<file path="src/rtl/video_timing_gen.sv">
// rtl/video_timing_gen.sv - raster timing generator (counters, syncs, data enable, line/frame markers)
// Next position and all decodes are computed together so every registered output describes the same pixel.
module video_timing_gen #(
  parameter int H_ACTIVE = 640,
  parameter int H_FP     = 16,
  parameter int H_SYNC   = 96,
  parameter int H_BP     = 48,
  parameter int V_ACTIVE = 480,
  parameter int V_FP     = 10,
  parameter int V_SYNC   = 2,
  parameter int V_BP     = 33,
  parameter int H_POL    = 0,
  parameter int V_POL    = 0,
  parameter int CW       = 12
) (
  input  logic          clk,
  input  logic          rst_n,
  input  logic          locked,
  output logic [CW-1:0] sx,
  output logic [CW-1:0] sy,
  output logic          hsync,
  output logic          vsync,
  output logic          de,
  output logic          line_start,
  output logic          frame_start
);

  localparam int H_TOTAL = H_ACTIVE + H_FP + H_SYNC + H_BP;
  localparam int V_TOTAL = V_ACTIVE + V_FP + V_SYNC + V_BP;

  if ((2 ** CW) < H_TOTAL || (2 ** CW) < V_TOTAL) begin : g_cw_check
    $error("video_timing_gen: CW too small for H_TOTAL/V_TOTAL");
  end

  localparam logic [CW-1:0] H_LAST = CW'(H_TOTAL - 1);
  localparam logic [CW-1:0] V_LAST = CW'(V_TOTAL - 1);

  // One extra bit so sync-end bounds equal to 2^CW still compare correctly.
  localparam logic [CW:0] H_ACT_END  = (CW + 1)'(H_ACTIVE);
  localparam logic [CW:0] H_SYNC_BEG = (CW + 1)'(H_ACTIVE + H_FP);
  localparam logic [CW:0] H_SYNC_END = (CW + 1)'(H_ACTIVE + H_FP + H_SYNC);
  localparam logic [CW:0] V_ACT_END  = (CW + 1)'(V_ACTIVE);
  localparam logic [CW:0] V_SYNC_BEG = (CW + 1)'(V_ACTIVE + V_FP);
  localparam logic [CW:0] V_SYNC_END = (CW + 1)'(V_ACTIVE + V_FP + V_SYNC);

  localparam logic HS_ACT = (H_POL != 0);
  localparam logic VS_ACT = (V_POL != 0);

  typedef enum logic {IDLE, RUN} state_t;

  state_t        state_q, state_d;
  logic [CW-1:0] sx_q, sx_d;
  logic [CW-1:0] sy_q, sy_d;
  logic          hsync_q, hsync_d;
  logic          vsync_q, vsync_d;
  logic          de_q, de_d;
  logic          line_start_q, line_start_d;
  logic          frame_start_q, frame_start_d;
  logic [CW:0]   sx_w, sy_w;

  always_comb begin
    state_d       = IDLE;
    sx_d          = '0;
    sy_d          = '0;
    de_d          = 1'b0;
    hsync_d       = ~HS_ACT;
    vsync_d       = ~VS_ACT;
    line_start_d  = 1'b0;
    frame_start_d = 1'b0;
    sx_w          = '0;
    sy_w          = '0;
    if (locked) begin
      state_d = RUN;
      // Entering RUN from IDLE keeps sx_d/sy_d at zero: a relock always restarts the frame.
      if (state_q == RUN) begin
        if (sx_q == H_LAST) begin
          sx_d = '0;
          sy_d = (sy_q == V_LAST) ? '0 : sy_q + CW'(1);
        end else begin
          sx_d = sx_q + CW'(1);
          sy_d = sy_q;
        end
      end
      sx_w          = {1'b0, sx_d};
      sy_w          = {1'b0, sy_d};
      de_d          = (sx_w < H_ACT_END) && (sy_w < V_ACT_END);
      hsync_d       = (sx_w >= H_SYNC_BEG && sx_w < H_SYNC_END) ? HS_ACT : ~HS_ACT;
      vsync_d       = (sy_w >= V_SYNC_BEG && sy_w < V_SYNC_END) ? VS_ACT : ~VS_ACT;
      line_start_d  = (sx_d == '0);
      frame_start_d = (sx_d == '0) && (sy_d == '0);
    end
  end

  always_ff @(posedge clk or negedge rst_n) begin
    if (!rst_n) begin
      state_q       <= IDLE;
      sx_q          <= '0;
      sy_q          <= '0;
      hsync_q       <= ~HS_ACT;
      vsync_q       <= ~VS_ACT;
      de_q          <= 1'b0;
      line_start_q  <= 1'b0;
      frame_start_q <= 1'b0;
    end else begin
      state_q       <= state_d;
      sx_q          <= sx_d;
      sy_q          <= sy_d;
      hsync_q       <= hsync_d;
      vsync_q       <= vsync_d;
      de_q          <= de_d;
      line_start_q  <= line_start_d;
      frame_start_q <= frame_start_d;
    end
  end

  assign sx          = sx_q;
  assign sy          = sy_q;
  assign hsync       = hsync_q;
  assign vsync       = vsync_q;
  assign de          = de_q;
  assign line_start  = line_start_q;
  assign frame_start = frame_start_q;

endmodule

</file>
<file path="config.mk">
export PLATFORM = sky130hd
export DESIGN_NAME = video_timing_gen
export DESIGN_NICKNAME = d
export VERILOG_FILES = /design/src/rtl/video_timing_gen.sv
export SDC_FILE = /design/constraint.sdc
export NUM_CORES = 1
export LEC_CHECK = 0
export CELL_PAD_IN_SITES_DETAIL_PLACEMENT = 1
export CELL_PAD_IN_SITES_GLOBAL_PLACEMENT = 2
export CORE_MARGIN = 4
export CORE_UTILIZATION = 41
export DETAILED_ROUTE_END_ITERATION = 6
export DONT_BUFFER_PORTS = 1
export PLACE_DENSITY = 0.83
export RECOVER_POWER = 25
export SETUP_SLACK_MARGIN = 0.1
export SLEW_MARGIN = 20
export SYNTH_ARGS = -nofsm -noshare
export SYNTH_HDL_FRONTEND = slang
export SYNTH_SLANG_ARGS = --single-unit
</file>
<file path="constraint.sdc">
create_clock -name clk -period 4.9 [get_ports clk]
set_clock_uncertainty 0.1 [all_clocks]
set_input_delay 0.98 -clock clk [delete_from_list [all_inputs] [get_ports clk]]
set_output_delay 0.98 -clock clk [all_outputs]
set_load 0.005 [all_outputs]
</file>
==> results of run 1 <==
==> kinds of logic (layout without fill, tap and decap cells) <==
group | count (synthesis) | count (layout) | synth area share [%]
AOI/OAI and AO/OA | 24 | 24 | 10.6
xor gates and xnor gates | 24 | 24 | 10.9
adders and majority gates | 3 | 3 | 1.94
buffers and inverters | 22 | 17 | 5.30
DFF | 30 | 30 | 38.9
muxes | 2 | 2 | 1.10
and+or+nand+nor | 115 | 115 | 31.3
==> synth_stat cells, drive strengths merged (3+ instances only) <==
library cell / number / area [um2]
o21ai: 5 / 28.8
nand2: 12 / 45.0
and3: 3 / 18.8
nor3: 12 / 71.3
nor2: 39 / 146
xor2: 7 / 61.3
nand4: 7 / 43.8
a31oi: 3 / 18.8
clkbuf: 7 / 26.3
ha: 3 / 37.5
inv: 9 / 33.8
nand3: 14 / 70.1
buf: 6 / 42.5
nor4: 9 / 62.6
xnor2: 17 / 149
or3: 3 / 18.8
dfrtp: 28 / 701
==> flip-flops by register name, indices dropped and copies added (netlist names) <==
register,count
line_start,1
de,1
frame_start,1
sx,12
hsync,1
vsync,1
state_q,1
sy,12
==> power groups by stage <==
stage                     registers, mW  logic [mW]  clock network [mW]
after global routing              0.254      0.0138               0.231
after floorplan                   0.257     0.00996                   0
final                             0.254      0.0120               0.211
after detailed placement          0.259      0.0121                   0
after global placement            0.258      0.0121                   0
after CTS                         0.254      0.0122               0.217
==> per-layer routing <==
layer  up-vias  track usage (%)  share of wire [%]
met5         -                0                  0
met1       830             22.2                 40
li1        769                -                  -
met3        19             6.56                4.8
met2        47             33.6                 52
met4         0             7.79                3.3
==> stage by stage <==
step / cell area [um2] / worst slack (ns)
after floorplan: 1940 / 2.38
after global placement: 1930 / 1.93
after detailed placement: 1930 / 1.80
after CTS: 2020 / 1.75
after global routing: 2020 / 1.48
final: 2020 / 1.75
==> worst min path at each step <==
stage	to	slack, ns	cells past startpoint
after global placement	sx[0]	0.46	1
after global routing	sx[5]	0.26	0
after CTS	sx[9]	0.27	0
final	sx[5]	0.28	0
after detailed placement	sx[0]	0.48	1
after floorplan	sx[0]	0.43	1
==> area by class of cell <==
type                       instances  area [um2]  area share [%]
sequential                        30         753            37.2
clock buffer                       7        86.3            4.27
clock inverter                     1        5.00           0.247
inverter                           9        33.8            1.67
tap                               52        65.1            3.22
multi-input combinational        168        1080            53.4
==> cell usage in the layout (no fill, tap or decap), drive strengths merged, types with 3 or more instances in the layout <==
| cell | instances |
|---|---|
| clkbuf | 7 |
| xor2 | 7 |
| nor3 | 12 |
| dfrtp | 28 |
| xnor2 | 17 |
| o21ai | 5 |
| inv | 9 |
| ha | 3 |
| or3 | 3 |
| nand4 | 7 |
| and3 | 3 |
| nor4 | 9 |
| nor2 | 39 |
| nand3 | 14 |
| nand2 | 12 |
| a31oi | 3 |
==> impl_metrics.env, run 1 <==
export IMPL_status="completed"
export IMPL_synth_async_reset_ratio_pct=100
export IMPL_max_freq_mhz=317
export IMPL_endpoint_kind="flop"
export IMPL_drtAntennaViolNets=0
export IMPL_clkLatencyLatePin_ns=0.29
export IMPL_dpl_hpwl_um=3960
export IMPL_power_switching_mw=0.110
export IMPL_p_sw_share_pct=23.0
export IMPL_vias_per_cell=6.24
export IMPL_path_class="flop to flop"
export IMPL_worstPathRequired_ns=4.96
export IMPL_setup_viol=0
export IMPL_critPathLaunch="sx[0]"
export IMPL_p_int_mw=0.367
export IMPL_gp_congestion=0.879
export IMPL_dp_cells=259
export IMPL_detail_route_iter0_violations=102
export IMPL_worst_path_max_fanout=11
export IMPL_ctsHoldBuffers=0
export IMPL_core_area_um2=4470
export IMPL_hold_path_class="input pin to asynchronous set/reset pin"
export IMPL_clock_power_share_pct=44.2
export IMPL_power_frac_comb_pct=2.5
export IMPL_rsz0062_at_grt="false"
export IMPL_fp_dieH_um=76.7
export IMPL_whs_ns=0.280
export IMPL_yosysWarningCount=0
export IMPL_grt_pass1_wl_um=9110
export IMPL_synth_cells=220
export IMPL_numCtsBuffers=5
export IMPL_final_cells=267
export IMPL_cpPeakStageDelay_ns=0.68
export IMPL_ir_worst_vdd_mv=0.150
export IMPL_crit_slowest_cell="or3_1"
export IMPL_grt_use_total_pct=19.6
export IMPL_initial_core_util_pct=43.3
export IMPL_fin_crit_sh_pct=64.3
export IMPL_synth_area_per_cell_um2=8.80
export IMPL_clockBufferDepth=2
export IMPL_crit_end="frame_start"
export IMPL_syn_nets=226
export IMPL_cts_resized=0
export IMPL_r2r_end="frame_start"
export IMPL_hold_violations=0
export IMPL_p_leak_nw=0.741
export IMPL_path_cells="ha_1, nand4_1, or3_1, nor3_4, mux2_2, a311oi_1, nor4_1"
export IMPL_r2r_start="sx[0]"
export IMPL_route_vias_total=1665
export IMPL_p_total_mw=0.477
export IMPL_syn_area_um2=1940
export IMPL_clock_sinks=30
export IMPL_rows=24
export IMPL_power_frac_seq_pct=53.2
export IMPL_io_pins=32
export IMPL_max_slew_margin_rel_pct=61.2
export IMPL_fp_dieArea_um2=5880
export IMPL_fin_tns_setup_ns=0
export IMPL_synth_seq_cells=30
export IMPL_gr_total_overflow=0
export IMPL_synth_distinct_cells=53
export IMPL_grt_max_degree=31
export IMPL_path_clk_slew_ns=0.07
export IMPL_layout_drive_gt1_share_pct=9.30
export IMPL_n_antenna_cell=0
export IMPL_min_period_ns=3.15
export IMPL_synthToLayoutAreaGrowth_pct=4.52
export IMPL_die_width_um=76.7
export IMPL_crit_buf_inv=0
export IMPL_htree_levels=2
export IMPL_crit_arrival_ns=3.21
export IMPL_tightestPinTransition_ns=0.577
export IMPL_setup_worst_path_start_class="flop"
export IMPL_wirelength_um=5370
export IMPL_fin_nets=220
export IMPL_cts_setup_buffers=0
export IMPL_r2r_slack_ns=1.75
export IMPL_antenna_found_initial=0
export IMPL_port_buffers=0
export IMPL_ys_seq_area_share_pct=38.9
export IMPL_slew_violations=0
export IMPL_cts_root_buf="clkbuf_8"
export IMPL_cp_depth=7
export IMPL_grt_pass1_vias=1751
export IMPL_detail_route_wl_per_cell_um=20.1
export IMPL_cpLargestDelayFamily="simple AND/OR/NAND/NOR gates"
export IMPL_max_cap_violations=0
export IMPL_drc=0
export IMPL_tritoncts="yes"
export IMPL_synth_edf_count=0
export IMPL_r2r_cells=7
export IMPL_dr_pass1_iters=4
export IMPL_power_density_nw_per_um2=236
export IMPL_synth_top_flop_cell="dfrtp_1"
export IMPL_fin_util_pct=45.2
export IMPL_fillers=531
Note: power is estimated with default switching activity, not from simulation.
==> inputs of run 2 (changes only) <==
CORE_UTILIZATION = 38   (was 41)
PLACE_DENSITY = 0.78   (was 0.83)
clock period = 3.1 ns   (was 4.9 ns; I/O delays follow)
==> impl_metrics.env, run 2 (synthesis results as in run 1) <==
export IMPL_status="finished, violations left"
export IMPL_violations="max-capacitance violations, max-slew violations"
export IMPL_fp_dieH_um=79.4
export IMPL_grt_max_degree=29
export IMPL_power_frac_comb_pct=3.5
export IMPL_numCtsBuffers=5
export IMPL_endpoint_kind="flop"
export IMPL_drtAntennaViolNets=0
export IMPL_p_leak_nw=0.759
export IMPL_fp_dieArea_um2=6300
export IMPL_critPathLaunch="sx[0]"
export IMPL_max_freq_mhz=361
export IMPL_worstPathRequired_ns=3.16
export IMPL_clock_sinks=30
export IMPL_p_total_mw=0.756
export IMPL_clkLatencyLatePin_ns=0.28
export IMPL_die_width_um=79.4
export IMPL_n_antenna_cell=0
export IMPL_r2r_start="sx[0]"
export IMPL_port_buffers=0
export IMPL_wirelength_um=5450
export IMPL_power_frac_seq_pct=53.1
export IMPL_initial_core_util_pct=40.2
export IMPL_crit_end="frame_start"
export IMPL_detail_route_iter0_violations=54
export IMPL_layout_drive_gt1_share_pct=11.4
export IMPL_gp_congestion=0.865
export IMPL_slew_violations=29
export IMPL_drc=0
export IMPL_hold_violations=0
export IMPL_route_vias_total=1639
export IMPL_r2r_end="frame_start"
export IMPL_path_clk_slew_ns=0.07
export IMPL_detail_route_wl_per_cell_um=19.1
export IMPL_power_switching_mw=0.175
export IMPL_tightestPinTransition_ns=1.55
export IMPL_crit_slowest_cell="nor3_1"
export IMPL_dpl_hpwl_um=4070
export IMPL_path_cells="ha_1, nand4_1, buf_4, nor3_1, nand3_1, a21boi_0, a31oi_1, nor4_1"
export IMPL_fin_tns_setup_ns=0
export IMPL_rsz0062_at_grt="false"
export IMPL_final_cell_mix="39 x nor2_1, 28 x dfrtp_1, 17 x xnor2_1"
export IMPL_crit_arrival_ns=2.83
export IMPL_min_period_ns=2.77
export IMPL_clock_power_share_pct=43.4
export IMPL_io_pins=32
export IMPL_setup_worst_path_start_class="flop"
export IMPL_fin_crit_sh_pct=89.3
export IMPL_hold_path_class="input pin to asynchronous set/reset pin"
export IMPL_p_sw_share_pct=23.1
export IMPL_setup_viol=0
export IMPL_rows=25
export IMPL_r2r_slack_ns=0.33
export IMPL_power_density_nw_per_um2=363
export IMPL_grt_pass1_wl_um=9020
export IMPL_cts_root_buf="clkbuf_8"
export IMPL_p_int_mw=0.581
export IMPL_tritoncts="yes"
export IMPL_grt_use_total_pct=18.5
export IMPL_vias_per_cell=5.73
export IMPL_final_common_cell="nor2_1"
export IMPL_synthToLayoutAreaGrowth_pct=7.43
export IMPL_grt_pass1_vias=1767
export IMPL_clockBufferDepth=2
export IMPL_path_class="flop to flop"
export IMPL_antenna_found_initial=0
export IMPL_fin_nets=224
export IMPL_gr_total_overflow=0
export IMPL_core_area_um2=4820
export IMPL_r2r_cells=8
export IMPL_dr_pass1_iters=4
export IMPL_worst_path_max_fanout=7
export IMPL_cpPeakStageDelay_ns=0.47
export IMPL_max_cap_violations=1
export IMPL_ir_worst_vdd_mv=0.147
export IMPL_htree_levels=2
export IMPL_max_slew_margin_rel_pct=-3.02
-- run 2: through the flow --
step                      area, um2  worst slack (ns)  util, %  cells  hold WS, ns
after global placement         1970             0.398     41.0    277        0.225
after global routing           2080            0.0952     43.2    286       0.0581
after detailed placement       1970             0.231     41.0    277        0.225
after floorplan                1940             0.578        -    220        0.224
final                          2080             0.330     43.2    286       0.0793
after CTS                      2080             0.212     43.3    286       0.0502
-- run 2: critical path: cells and delay by family (launching register included) --
kind,cells,cell delay [ns]
fa+ha+maj,1,0.31
simple gates,4,1.13
flops,1,0.46
buf+inv,1,0.25
compound gates,2,0.39
-- run 2: power groups by stage --
stage | clock network, mW | registers, mW | logic, mW
2_1_floorplan | 0 | 0.406 | 0.0157
3_3_place_gp | 0 | 0.408 | 0.0195
3_5_place_dp | 0 | 0.409 | 0.0201
4_1_cts | 0.345 | 0.401 | 0.0306
5_1_grt | 0.361 | 0.402 | 0.0313
6_report | 0.328 | 0.401 | 0.0267
-- run 2: timing repair --
action                                 CTS  global route
endpoints found under the hold margin   28             0
resized for setup                        0             2
setup endpoints to repair                0             1
buffers inserted                         0             0
hold buffers                             1             0
-- run 2: area by class of cell --
type / count / area (um2)
inverter: 9 / 33.8
tap: 67 / 83.8
sequential: 30 / 753
fill: 576 / 2740
timing repair buffer: 4 / 26.3
clock inverter: 1 / 5.00
multi-input combinational: 168 / 1090
clock buffer: 7 / 86.3
-- run 2: worst min path at each step --
stage | endpoint | slack [ns]
floorplan | de | 0.22
global placement | sy[6] | 0.23
detailed placement | sy[6] | 0.23
CTS | sy[6] | 0.05
global route | hsync | 0.06
finish | hsync | 0.08
-- run 2: routing by layer --
metal / global-route usage, % / vias up / share of wire (%)
met4: 6.70 / 0 / 2.2
li1: - / 778 / -
met3: 3.84 / 10 / 3.1
met1: 22.0 / 817 / 43
met5: 0 / - / 0
met2: 32.7 / 34 / 52
